`config.mk`:
```
export PLATFORM = sky130hd
export DESIGN_NAME = window_manager_flat
export DESIGN_NICKNAME = d
export VERILOG_FILES = /design/src/rtl/window_manager_if.sv /design/src/rtl/window_manager.sv /design/src/flat_wrapper.sv
export SDC_FILE = /design/constraint.sdc
export NUM_CORES = 1
export LEC_CHECK = 0
export ABC_AREA = 1
export CORE_ASPECT_RATIO = 0.9
export CORE_UTILIZATION = 41
export DETAILED_ROUTE_END_ITERATION = 8
export GPL_TIMING_DRIVEN = 0
export PLACE_DENSITY = 0.66
export SYNTH_ARGS = -nofsm -noshare
export SYNTH_HDL_FRONTEND = slang
export SYNTH_SLANG_ARGS = --single-unit
```
`constraint.sdc`:
```
create_clock -name Clk -period 2.35 [get_ports Clk]
set_clock_uncertainty 0.2 [all_clocks]
set_input_delay 0.3525 -clock Clk [delete_from_list [all_inputs] [get_ports Clk]]
set_output_delay 0.3525 -clock Clk [all_outputs]
set_load 0.03 [all_outputs]
```
`src/rtl/window_manager_if.sv`:
```
// Register-window manager bundle: control requests in, window state and spill/fill transfer port out.
// Latency: carries no state; every signal is plain wiring between the requester and window_manager.
// Backpressure: SpillReq/FillReq stay high until the memory side answers with XferAck.
interface window_manager_if #(
    parameter int NWIN = 8
);
    // Requests from the pipeline / trap handler
    logic            Save;
    logic            Restore;
    logic            WrCWP;
    logic [2:0]      CWPIn;
    logic            WrWIM;
    logic [NWIN-1:0] WIMIn;
    // Memory side handshake
    logic            XferAck;
    // Window state and transfer outputs
    logic [2:0]      CWP;
    logic [NWIN-1:0] WIM;
    logic [NWIN-1:0] WinEn;
    logic            Busy;
    logic            TrapOvf;
    logic            TrapUnf;
    logic            SpillReq;
    logic            FillReq;
    logic [2:0]      XferWin;
    logic [4:0]      XferReg;
    logic            XferWE;
    logic            Done;

    modport master (
        output Save, Restore, WrCWP, CWPIn, WrWIM, WIMIn, XferAck,
        input  CWP, WIM, WinEn, Busy, TrapOvf, TrapUnf, SpillReq, FillReq,
               XferWin, XferReg, XferWE, Done
    );

    modport slave (
        input  Save, Restore, WrCWP, CWPIn, WrWIM, WIMIn, XferAck,
        output CWP, WIM, WinEn, Busy, TrapOvf, TrapUnf, SpillReq, FillReq,
               XferWin, XferReg, XferWE, Done
    );
endinterface

```
`src/rtl/window_manager.sv`:
```
// Register-window manager: tracks CWP/WIM, traps on SAVE/RESTORE into an invalid window and spills/fills it.
// Latency: plain SAVE/RESTORE/WrCWP update CWP next edge; a trap takes 1 detect + 16 transfers + 1 commit cycle.
// Backpressure: each transfer word waits for XferAck; new requests are ignored while Busy.
module window_manager #(
    parameter int NWIN = 8
) (
    input  logic             Clk,
    input  logic             Reset_n,
    window_manager_if.slave  wm
);
    typedef enum logic [1:0] {
        S_IDLE   = 2'd0,
        S_SPILL  = 2'd1,
        S_FILL   = 2'd2,
        S_COMMIT = 2'd3
    } state_t;

    localparam logic [NWIN-1:0] WIN_ONE = NWIN'(1);
    localparam logic [NWIN-1:0] WIM_RST = NWIN'(2);
    localparam logic [4:0]      REG_FIRST = 5'd16;
    localparam logic [4:0]      REG_LAST  = 5'd31;

    state_t          state_q, state_d;
    logic [2:0]      cwp_q,   cwp_d;
    logic [NWIN-1:0] wim_q,   wim_d;
    logic [2:0]      tgt_q,   tgt_d;    // window CWP moves to on commit
    logic [2:0]      xwin_q,  xwin_d;   // window being spilled/filled
    logic [4:0]      xreg_q,  xreg_d;
    logic            ovf_q,   ovf_d;
    logic            unf_q,   unf_d;

    // Window index arithmetic, modulo NWIN
    function automatic logic [2:0] win_dec(input logic [2:0] w);
        return (w == 3'd0) ? 3'(NWIN - 1) : w - 3'd1;
    endfunction

    function automatic logic [2:0] win_inc(input logic [2:0] w);
        return (w == 3'(NWIN - 1)) ? 3'd0 : w + 3'd1;
    endfunction

    function automatic logic [2:0] win_wrap(input logic [2:0] w);
        return 3'(int'(w) % NWIN);
    endfunction

    logic [2:0] save_tgt;
    logic [2:0] rest_tgt;
    assign save_tgt = win_dec(cwp_q);
    assign rest_tgt = win_inc(cwp_q);

    // State register with synchronous reset; a reset mid-transfer simply abandons it
    always_ff @(posedge Clk) begin
        if (!Reset_n) begin
            state_q <= S_IDLE;
            cwp_q   <= 3'd0;
            wim_q   <= WIM_RST;
            tgt_q   <= 3'd0;
            xwin_q  <= 3'd0;
            xreg_q  <= REG_FIRST;
            ovf_q   <= 1'b0;
            unf_q   <= 1'b0;
        end else begin
            state_q <= state_d;
            cwp_q   <= cwp_d;
            wim_q   <= wim_d;
            tgt_q   <= tgt_d;
            xwin_q  <= xwin_d;
            xreg_q  <= xreg_d;
            ovf_q   <= ovf_d;
            unf_q   <= unf_d;
        end
    end

    // Next-state: request arbitration in IDLE, transfer sequencing, and the commit of CWP/WIM
    always_comb begin
        state_d = state_q;
        cwp_d   = cwp_q;
        wim_d   = wim_q;
        tgt_d   = tgt_q;
        xwin_d  = xwin_q;
        xreg_d  = xreg_q;
        ovf_d   = 1'b0;
        unf_d   = 1'b0;

        case (state_q)
            S_IDLE: begin
                // WIM load is independent of the window move; the trap check below sees the old WIM
                if (wm.WrWIM) begin
                    wim_d = wm.WIMIn;
                end
                if (wm.WrCWP) begin
                    cwp_d = win_wrap(wm.CWPIn);
                end else if (wm.Save && !wm.Restore) begin
                    if (wim_q[save_tgt]) begin
                        ovf_d   = 1'b1;
                        tgt_d   = save_tgt;
                        xwin_d  = win_dec(save_tgt);
                        xreg_d  = REG_FIRST;
                        state_d = S_SPILL;
                    end else begin
                        cwp_d = save_tgt;
                    end
                end else if (wm.Restore && !wm.Save) begin
                    if (wim_q[rest_tgt]) begin
                        unf_d   = 1'b1;
                        tgt_d   = rest_tgt;
                        xwin_d  = win_inc(rest_tgt);
                        xreg_d  = REG_FIRST;
                        state_d = S_FILL;
                    end else begin
                        cwp_d = rest_tgt;
                    end
                end
            end
            S_SPILL, S_FILL: begin
                if (wm.XferAck) begin
                    if (xreg_q == REG_LAST) begin
                        xreg_d  = REG_FIRST;
                        state_d = S_COMMIT;
                    end else begin
                        xreg_d = xreg_q + 5'd1;
                    end
                end
            end
            S_COMMIT: begin
                // The transferred window becomes the new invalid window for both spill and fill
                cwp_d   = tgt_q;
                wim_d   = WIN_ONE << xwin_q;
                state_d = S_IDLE;
            end
            default: begin
                state_d = S_IDLE;
            end
        endcase
    end

    assign wm.CWP      = cwp_q;
    assign wm.WIM      = wim_q;
    assign wm.WinEn    = WIN_ONE << cwp_q;
    assign wm.Busy     = (state_q != S_IDLE);
    assign wm.TrapOvf  = ovf_q;
    assign wm.TrapUnf  = unf_q;
    assign wm.SpillReq = (state_q == S_SPILL);
    assign wm.FillReq  = (state_q == S_FILL);
    assign wm.XferWin  = xwin_q;
    assign wm.XferReg  = xreg_q;
    assign wm.XferWE   = (state_q == S_FILL) && wm.XferAck;
    assign wm.Done     = (state_q == S_COMMIT);
endmodule

```
`src/flat_wrapper.sv`:
```
// flat-port wrapper written by rule: the top's interface ports become plain ports
module window_manager_flat 
#(
    parameter int NWIN = 8
)
  (Clk, Reset_n, wm_Save, wm_Restore, wm_WrCWP, wm_CWPIn, wm_WrWIM, wm_WIMIn, wm_XferAck, wm_CWP, wm_WIM, wm_WinEn, wm_Busy, wm_TrapOvf, wm_TrapUnf, wm_SpillReq, wm_FillReq, wm_XferWin, wm_XferReg, wm_XferWE, wm_Done);
  window_manager_if #(.NWIN(NWIN)) wm_i ();
  input  logic Clk;
  input  logic Reset_n;
  input wire logic [$bits(wm_i.Save)-1:0] wm_Save;
  input wire logic [$bits(wm_i.Restore)-1:0] wm_Restore;
  input wire logic [$bits(wm_i.WrCWP)-1:0] wm_WrCWP;
  input wire logic [$bits(wm_i.CWPIn)-1:0] wm_CWPIn;
  input wire logic [$bits(wm_i.WrWIM)-1:0] wm_WrWIM;
  input wire logic [$bits(wm_i.WIMIn)-1:0] wm_WIMIn;
  input wire logic [$bits(wm_i.XferAck)-1:0] wm_XferAck;
  output wire logic [$bits(wm_i.CWP)-1:0] wm_CWP;
  output wire logic [$bits(wm_i.WIM)-1:0] wm_WIM;
  output wire logic [$bits(wm_i.WinEn)-1:0] wm_WinEn;
  output wire logic [$bits(wm_i.Busy)-1:0] wm_Busy;
  output wire logic [$bits(wm_i.TrapOvf)-1:0] wm_TrapOvf;
  output wire logic [$bits(wm_i.TrapUnf)-1:0] wm_TrapUnf;
  output wire logic [$bits(wm_i.SpillReq)-1:0] wm_SpillReq;
  output wire logic [$bits(wm_i.FillReq)-1:0] wm_FillReq;
  output wire logic [$bits(wm_i.XferWin)-1:0] wm_XferWin;
  output wire logic [$bits(wm_i.XferReg)-1:0] wm_XferReg;
  output wire logic [$bits(wm_i.XferWE)-1:0] wm_XferWE;
  output wire logic [$bits(wm_i.Done)-1:0] wm_Done;
  assign wm_i.Save = wm_Save;
  assign wm_i.Restore = wm_Restore;
  assign wm_i.WrCWP = wm_WrCWP;
  assign wm_i.CWPIn = wm_CWPIn;
  assign wm_i.WrWIM = wm_WrWIM;
  assign wm_i.WIMIn = wm_WIMIn;
  assign wm_i.XferAck = wm_XferAck;
  assign wm_CWP = wm_i.CWP;
  assign wm_WIM = wm_i.WIM;
  assign wm_WinEn = wm_i.WinEn;
  assign wm_Busy = wm_i.Busy;
  assign wm_TrapOvf = wm_i.TrapOvf;
  assign wm_TrapUnf = wm_i.TrapUnf;
  assign wm_SpillReq = wm_i.SpillReq;
  assign wm_FillReq = wm_i.FillReq;
  assign wm_XferWin = wm_i.XferWin;
  assign wm_XferReg = wm_i.XferReg;
  assign wm_XferWE = wm_i.XferWE;
  assign wm_Done = wm_i.Done;
  window_manager #(.NWIN(NWIN)) u_core (.Clk(Clk), .Reset_n(Reset_n), .wm(wm_i));
endmodule
```
Word-level counts from Yosys, hierarchy flattened. Index checks and enable logic that the tools add are counted.

$add $sub $neg: 5. $lt $le $gt $ge: 2. Equality and inequality tests: 17. Shifts and indexed selects: 2. Multiplexer cells: 42. Bitwise gates (word level): 5. Reductions and logical operators: 21.

Operator list (number): two-way mux 3 bit (17); two-way mux 5 bit (7); case mux 8 bit (2 select lines) (1); left shift 1 x 3 -> 8 bit (first input constant) (2); two-way mux 2 bit (7); AND reduction 6 bit (2); case mux 5 bit (2 select lines) (1); nonzero test 2 bit (5); < comparator 3 x 4 -> 1 bit (second input constant) (2); two-way mux 8 bit (1); != test 2 bit (second input constant) (4); adder 3 x 1 -> 3 bit (second input constant) (2); binary-select mux 1 bit (select 3 bit) (2); == test 3 bit (second input constant) (2); zero test 3 bit (2); != test 3 x 1 -> 1 bit (second input constant) (2); case mux 2 bit (3 select lines) (1); case mux 3 bit (2 select lines) (1); subtractor 3 x 1 -> 3 bit (second input constant) (2); adder 5 x 1 -> 5 bit (second input constant) (1); == test 5 bit (second input constant) (1); inverter 1 bit (5); AND reduction 5 bit (1); OR reduction 5 bit (1); other kinds (15) (22).

Bits in registers: 26. Bits of input ports: 18. Output and inout bits: 34. Logic and storage cells: 102.

Depth between registers and ports, before layout.
Depth in word-level cells: 9. Depth in mapped cells: 14. Mapped depth without buffers: 14.

Least setup slack after synthesis. Ideal clock, no wire load.

Kind: reg-to-reg. Start: reg u_core.cwp_q[1] (netlist: u_core.wm.CWP[1]). End: reg u_core.xreg_q[3] (netlist: u_core.wm.XferReg[3]). Setup time: 0.115 ns. Arrival: 2.126 ns. Required time: 2.035 ns. Slack: -0.091 ns. Cell stages (with the launch flop): 14. Path buffers: 0. Clock period less this slack: 2.441 ns. Path through: dfxtp_1 > ha_1 > ha_1 > inv_1 > nand2_1 > nand3_1 > nand3_2 > nand3_2 > nand2_2 > nand2_4 > inv_1 > nand2_2 > a21oi_1 > nor2_1.

Word-level cells in the longest chain between the ends: 6. Elaborated cells between the ends (all ways): 13. Classes of those cells: add/sub: 2; eq/ne: 3; mux: 6; reduce/logical: 2.

RTL lines: from (decl) (RTL line window_manager.sv:24) `logic [2:0] cwp_q, cwp_d;`; from (signal assigned) (RTL line window_manager.sv:63) `cwp_q <= cwp_d;`; subtractor 3 x 1 -> 3 bit (tied with other cells) (RTL line window_manager.sv:34) `return (w == 3'd0) ? 3'(NWIN - 1) : w - 3'd1;`; two-way mux 3 bit (on tied branches) (RTL line window_manager.sv:34, window_manager.sv:38); binary-select mux 1 bit (select 3 bit) (on tied branches) (RTL line window_manager.sv:93, window_manager.sv:103); two-way mux 1 bit (on tied branches) (RTL line window_manager.sv:93, window_manager.sv:103); != test 3 bit (no line) or != test 3 x 1 -> 1 bit (tied branches); AND reduction 6 bit (no line) *; to (signal assigned) (RTL line window_manager.sv:67) `xreg_q <= xreg_d;`; to (decl) (RTL line window_manager.sv:28) `logic [4:0] xreg_q, xreg_d;`.

Mark *: on every way between the ends. The rest lies on a longest branch, timed or not. The select of a mux whose other input is x is not followed. A chain may end at the register's enable or synchronous reset.

Worst setup path in the final report.
Start: reg u_core.cwp_q[0] (netlist: u_core.wm.CWP[0]). End: out wm_WinEn[3].

Word-level cells in the longest chain between the ends: 1.

RTL lines: left shift 1 x 3 -> 8 bit (RTL line window_manager.sv:138) `assign wm.WinEn = WIN_ONE << cwp_q;`; to (decl) (RTL line flat_wrapper.sv:19) `output wire logic [$bits(wm_i.WinEn)-1:0] wm_WinEn;`.

No other way between the ends.

==> impl_results.html <==
<table>
<tr><th>Metric</th><th>Value</th></tr>
<tr><th colspan="2">Status</th></tr>
<tr><td>Result of the run</td><td>finished, final reports clean</td></tr>
<tr><th colspan="2">Die</th></tr>
<tr><td>Effective utilization at floorplan</td><td>a little over two fifths</td></tr>
<tr><td>I/O pin count</td><td>52</td></tr>
<tr><td>Die outline area</td><td>0.005047 sq mm</td></tr>
<tr><td>Chip width</td><td>roughly 75 microns</td></tr>
<tr><td>Vert. Die Dim</td><td>between 60 and 70 microns</td></tr>
<tr><td>Number of rows in the core area</td><td>23</td></tr>
<tr><td>Core Box Area</td><td>~0.0045 sq mm</td></tr>
<tr><th colspan="2">Yosys</th></tr>
<tr><td>Ys async rst share</td><td>0%</td></tr>
<tr><td>Largest cells by area after synthesis</td><td>sky130_fd_sc_hd__dfxtp_1, sky130_fd_sc_hd__nand2_1, sky130_fd_sc_hd__ha_1</td></tr>
<tr><td>Cell accounting for the most synthesized area</td><td>sky130_fd_sc_hd__dfxtp_1</td></tr>
<tr><td>YS warnings</td><td>0</td></tr>
<tr><td>Area share of the largest cell type after synthesis</td><td>26.63%</td></tr>
<tr><td>Count of flip-flops with a built-in enable after synthesis</td><td>0</td></tr>
<tr><td>Post-synthesis cell type count</td><td>32</td></tr>
<tr><td>Synthesized area per cell</td><td>roughly 6.7 sq um</td></tr>
<tr><td>Commonest register cell after synthesis</td><td>sky130_fd_sc_hd__dfxtp_1</td></tr>
<tr><td>Post-synth net total</td><td>between 300 and 400</td></tr>
<tr><td>Sequential area share after synthesis</td><td>about a quarter</td></tr>
<tr><td>Number of instances in the synthesized netlist</td><td>between 200 and 300</td></tr>
<tr><td>Total standard cell area after synthesis</td><td>approximately 0.0020 sq mm</td></tr>
<tr><td>Number of storage elements in the synthesis netlist</td><td>26</td></tr>
<tr><th colspan="2">Job</th></tr>
<tr><td>Max-cap viol count</td><td>0</td></tr>
<tr><th colspan="2">Power and ir drop</th></tr>
<tr><td>Combinational fraction of design power</td><td>between 60% and 70%</td></tr>
<tr><td>Sequential share of power</td><td>21.1%</td></tr>
<tr><td>Internal Power</td><td>roughly 1600 uW</td></tr>
<tr><td>VDD IR max</td><td>roughly 0.57 mV</td></tr>
<tr><td>Static leakage power</td><td>between 0.001 and 0.0015 uW</td></tr>
<tr><td>Net switching power</td><td>~1600 uW</td></tr>
<tr><td>Power Density</td><td>1224 mW/mm^2</td></tr>
<tr><td>Clock network fraction of total power</td><td>roughly an eighth</td></tr>
<tr><td>Switching share of total power</td><td>about 50%</td></tr>
<tr><th colspan="2">Drt</th></tr>
<tr><td>DRC violation count after routing</td><td>0</td></tr>
<tr><td>Iter 0 DRT Violations</td><td>159</td></tr>
<tr><td>Sum of routed wire length over all layers</td><td>roughly 5100 microns</td></tr>
<tr><td>Detailed-route wire length per cell</td><td>12.36 microns</td></tr>
<tr><td>DR vias</td><td>2,016</td></tr>
<tr><td>Number of vias per cell</td><td>between 4 and 5</td></tr>
<tr><td>Final antenna-violating net count</td><td>0</td></tr>
<tr><td>1st-pass router iterations</td><td>4</td></tr>
<tr><th colspan="2">Layout</th></tr>
<tr><td>Proportion of layout cells with a drive suffix above 1</td><td>between 10% and 20%</td></tr>
<tr><td>Leading cell type in the layout, fill and taps excluded</td><td>sky130_fd_sc_hd__nand2_1</td></tr>
<tr><td>Layout net count</td><td>between 300 and 400</td></tr>
<tr><td>Top library cells by usage in the layout, fill and taps aside</td><td>sky130_fd_sc_hd__nand2_1, sky130_fd_sc_hd__clkdlybuf4s50_1, sky130_fd_sc_hd__inv_1</td></tr>
<tr><td>Diodes inserted</td><td>0</td></tr>
<tr><td>Area overhead of the layout relative to synthesis</td><td>35.21%</td></tr>
<tr><td>Post-route standard cell area excluding fillers</td><td>0.002643 sq mm</td></tr>
<tr><th colspan="2">Setup path</th></tr>
<tr><td>Worst flop-to-flop path endpoint</td><td>u_core.wm.XferWin[1]$_SDFFE_PN0P_</td></tr>
<tr><td>Worst r2r path cells</td><td>11</td></tr>
<tr><td>Data arrival time of the critical path</td><td>about 1.7 ns</td></tr>
<tr><td>Beginning of the critical path</td><td>u_core.wm.CWP[0]$_SDFFE_PN0P_</td></tr>
<tr><td>Worst setup path endpoint</td><td>wm_WinEn[3]</td></tr>
<tr><td>Crit path launch type</td><td>flip-flop</td></tr>
<tr><td>Critical-path maximum fanout</td><td>6</td></tr>
<tr><td>Required time reported for the critical path endpoint</td><td>1.80 ns</td></tr>
<tr><td>Setup crit end kind</td><td>output pin</td></tr>
<tr><td>R2r setup slk</td><td>0.16 ns</td></tr>
<tr><td>Launch point of the worst reg-to-reg path</td><td>u_core.wm.CWP[0]$_SDFFE_PN0P_</td></tr>
<tr><td>Path type of the worst setup path</td><td>flip-flop to output pin</td></tr>
<tr><th colspan="2">Clock tree</th></tr>
<tr><td>H-tree depth</td><td>1</td></tr>
<tr><td>Root Buffer</td><td>sky130_fd_sc_hd__clkbuf_8</td></tr>
<tr><td>Bufs on Longest Clock Path</td><td>2</td></tr>
<tr><td>Total CTS buffers</td><td>3</td></tr>
<tr><td>Skew-Pair Late Insertion Delay</td><td>roughly 0.28 ns</td></tr>
<tr><td>Clock-pin slew on the worst setup and hold paths</td><td>approximately 0.1 ns</td></tr>
<tr><td>Clk sink count</td><td>26</td></tr>
<tr><td>TritonCTS clock tree</td><td>done</td></tr>
<tr><th colspan="2">STA</th></tr>
<tr><td>Setup repair after global routing missed its margin</td><td>false</td></tr>
<tr><td>Final setup TNS</td><td>0 ns</td></tr>
<tr><td>Max Slew Vio Count</td><td>0</td></tr>
<tr><td>Final Hold Vio Count</td><td>0</td></tr>
<tr><td>Period minus WS final</td><td>2.224 ns</td></tr>
<tr><td>Maximum clock frequency</td><td>449.6 MHz</td></tr>
<tr><td>Relative slew slack</td><td>~67%</td></tr>
<tr><td>Final period utilization</td><td>between 90% and 100%</td></tr>
<tr><td>Final setup violating endpoints</td><td>0</td></tr>
<tr><td>Transition time of the tightest slew-check pin</td><td>0.4882 ns</td></tr>
<tr><th colspan="2">Placement</th></tr>
<tr><td>Placed instance area</td><td>0.002535 sq mm</td></tr>
<tr><td>Global placement routability congestion</td><td>a little over 0.8</td></tr>
<tr><td>DP Wirelength</td><td>a little under 4000 microns</td></tr>
<tr><td># port buffers</td><td>50</td></tr>
<tr><th colspan="2">GRT</th></tr>
<tr><td>Via count of the first global-routing pass</td><td>1,770</td></tr>
<tr><td>Global-route wire length before repair</td><td>approximately 8400 microns</td></tr>
<tr><td>Pin count of the biggest net entering global routing</td><td>16</td></tr>
<tr><td>Remaining global-route overflow</td><td>0</td></tr>
<tr><td>Total routing usage reported by global routing</td><td>a little over a fifth</td></tr>
<tr><td>Initial antenna violation count</td><td>0</td></tr>
<tr><th colspan="2">Hold path</th></tr>
<tr><td>Path category of the worst min-delay check</td><td>primary input to flip-flop</td></tr>
</table>
## cells in the mapped netlist, types with 3 or more instances
| library cell | number |
|---|---|
| sky130_fd_sc_hd__nand2_2 | 7 |
| sky130_fd_sc_hd__nor2_2 | 6 |
| sky130_fd_sc_hd__a21oi_1 | 25 |
| sky130_fd_sc_hd__dfxtp_1 | 26 |
| sky130_fd_sc_hd__o21ai_1 | 3 |
| sky130_fd_sc_hd__nand2_1 | 60 |
| sky130_fd_sc_hd__clkbuf_1 | 3 |
| sky130_fd_sc_hd__o21ai_0 | 14 |
| sky130_fd_sc_hd__nand2_4 | 4 |
| sky130_fd_sc_hd__nor2_1 | 34 |
| sky130_fd_sc_hd__ha_1 | 14 |
| sky130_fd_sc_hd__inv_1 | 37 |
| sky130_fd_sc_hd__inv_2 | 6 |
| sky130_fd_sc_hd__nand4_1 | 4 |
| sky130_fd_sc_hd__nor3_1 | 3 |
| sky130_fd_sc_hd__nand3_2 | 8 |
| sky130_fd_sc_hd__o22ai_1 | 3 |
| sky130_fd_sc_hd__nand3_1 | 17 |
## power by group through the flow
stage / Clock (uW) / Combinational, uW / Sequential, uW
floorplan: 0 / 1370 / 848
global placement: 0 / 2110 / 684
detailed placement: 0 / 2120 / 686
CTS: 401 / 2100 / 678
global route: 418 / 2380 / 705
finish: 388 / 2160 / 682
## worst max-delay path, cell delays in order, from the launching register on
cell and delay [ns]:
sky130_fd_sc_hd__dfxtp_4 0.41, sky130_fd_sc_hd__ha_1 0.18, sky130_fd_sc_hd__ha_1 0.14, sky130_fd_sc_hd__clkdlybuf4s50_1 0.66
## metrics by stage
| step | utilization [%] | power (uW) | hold slack, ns | setup slack [ns] | std cells |
|---|---|---|---|---|---|
| floorplan | - | 2216 | 0.2352 | 0.03092 | 293 |
| global placement | 56.11 | 2797 | 0.2491 | -0.1189 | 405 |
| detailed placement | 56.11 | 2804 | 0.2539 | -0.1133 | 405 |
| CTS | 57.55 | 3182 | 0.2329 | 0.02410 | 409 |
| global route | 58.49 | 3500 | 0.2675 | 0.000009992 | 411 |
| finish | 58.49 | 3234 | 0.2492 | 0.1260 | 411 |
## routing by layer
metal | global-route usage [%] | vias to the layer above | routed length (microns)
li1 | - | 1049 | -
met1 | 30.83 | 915 | 2598
met2 | 34.68 | 47 | 2238
met3 | 3.731 | 5 | 204
met4 | 4.481 | 0 | 40
met5 | 0 | - | 0
## area by class of cell
type / instances / area (sq um)
buffer: 7 / 40.04
clock buffer: 3 / 41.29
clock inverter: 1 / 30.03
fill: 437 / 1876
inverter: 43 / 165.2
multi-input combinational: 217 / 1250
sequential: 26 / 525.5
tap: 62 / 77.57
timing repair buffer: 52 / 513.0
## flip-flops by register name, indices dropped and copies added, names as in the netlist
signal,count
u_core.state_q,2
u_core.tgt_q,3
u_core.wm.CWP,3
u_core.wm.TrapOvf,1
u_core.wm.TrapUnf,1
u_core.wm.WIM,8
u_core.wm.XferReg,5
u_core.wm.XferWin,3
## timing repair
action	CTS	global route
hold endpoints to repair	0	0
cloned	0	0
resized for setup	7	9
setup endpoints to repair	8	18
pin swaps	0	1
hold buffers	0	0
setup buffers	0	2
## how the worst min path moves through the flow
stage                                       from                             to  depth (start not counted)
floorplan           u_core.tgt_q[2]$_SDFFE_PN0P_   u_core.tgt_q[2]$_SDFFE_PN0P_                          2
global placement    u_core.tgt_q[2]$_SDFFE_PN0P_   u_core.tgt_q[2]$_SDFFE_PN0P_                          2
detailed placement  u_core.tgt_q[2]$_SDFFE_PN0P_   u_core.tgt_q[2]$_SDFFE_PN0P_                          2
CTS                                      Reset_n  u_core.wm.WIM[3]$_SDFFE_PN0P_                          3
global route                             Reset_n  u_core.wm.WIM[5]$_SDFFE_PN0P_                          3
finish                                   Reset_n  u_core.wm.WIM[3]$_SDFFE_PN0P_                          3
## cell families after synthesis
logic type	synth area share (%)
compound gates	14.98
xor+xnor	1.345
buf+inv	10.31
flops	26.63
simple gates	37.77
fa+ha+maj	8.963
No activity file was read; power rests on OpenSTA's default activity.
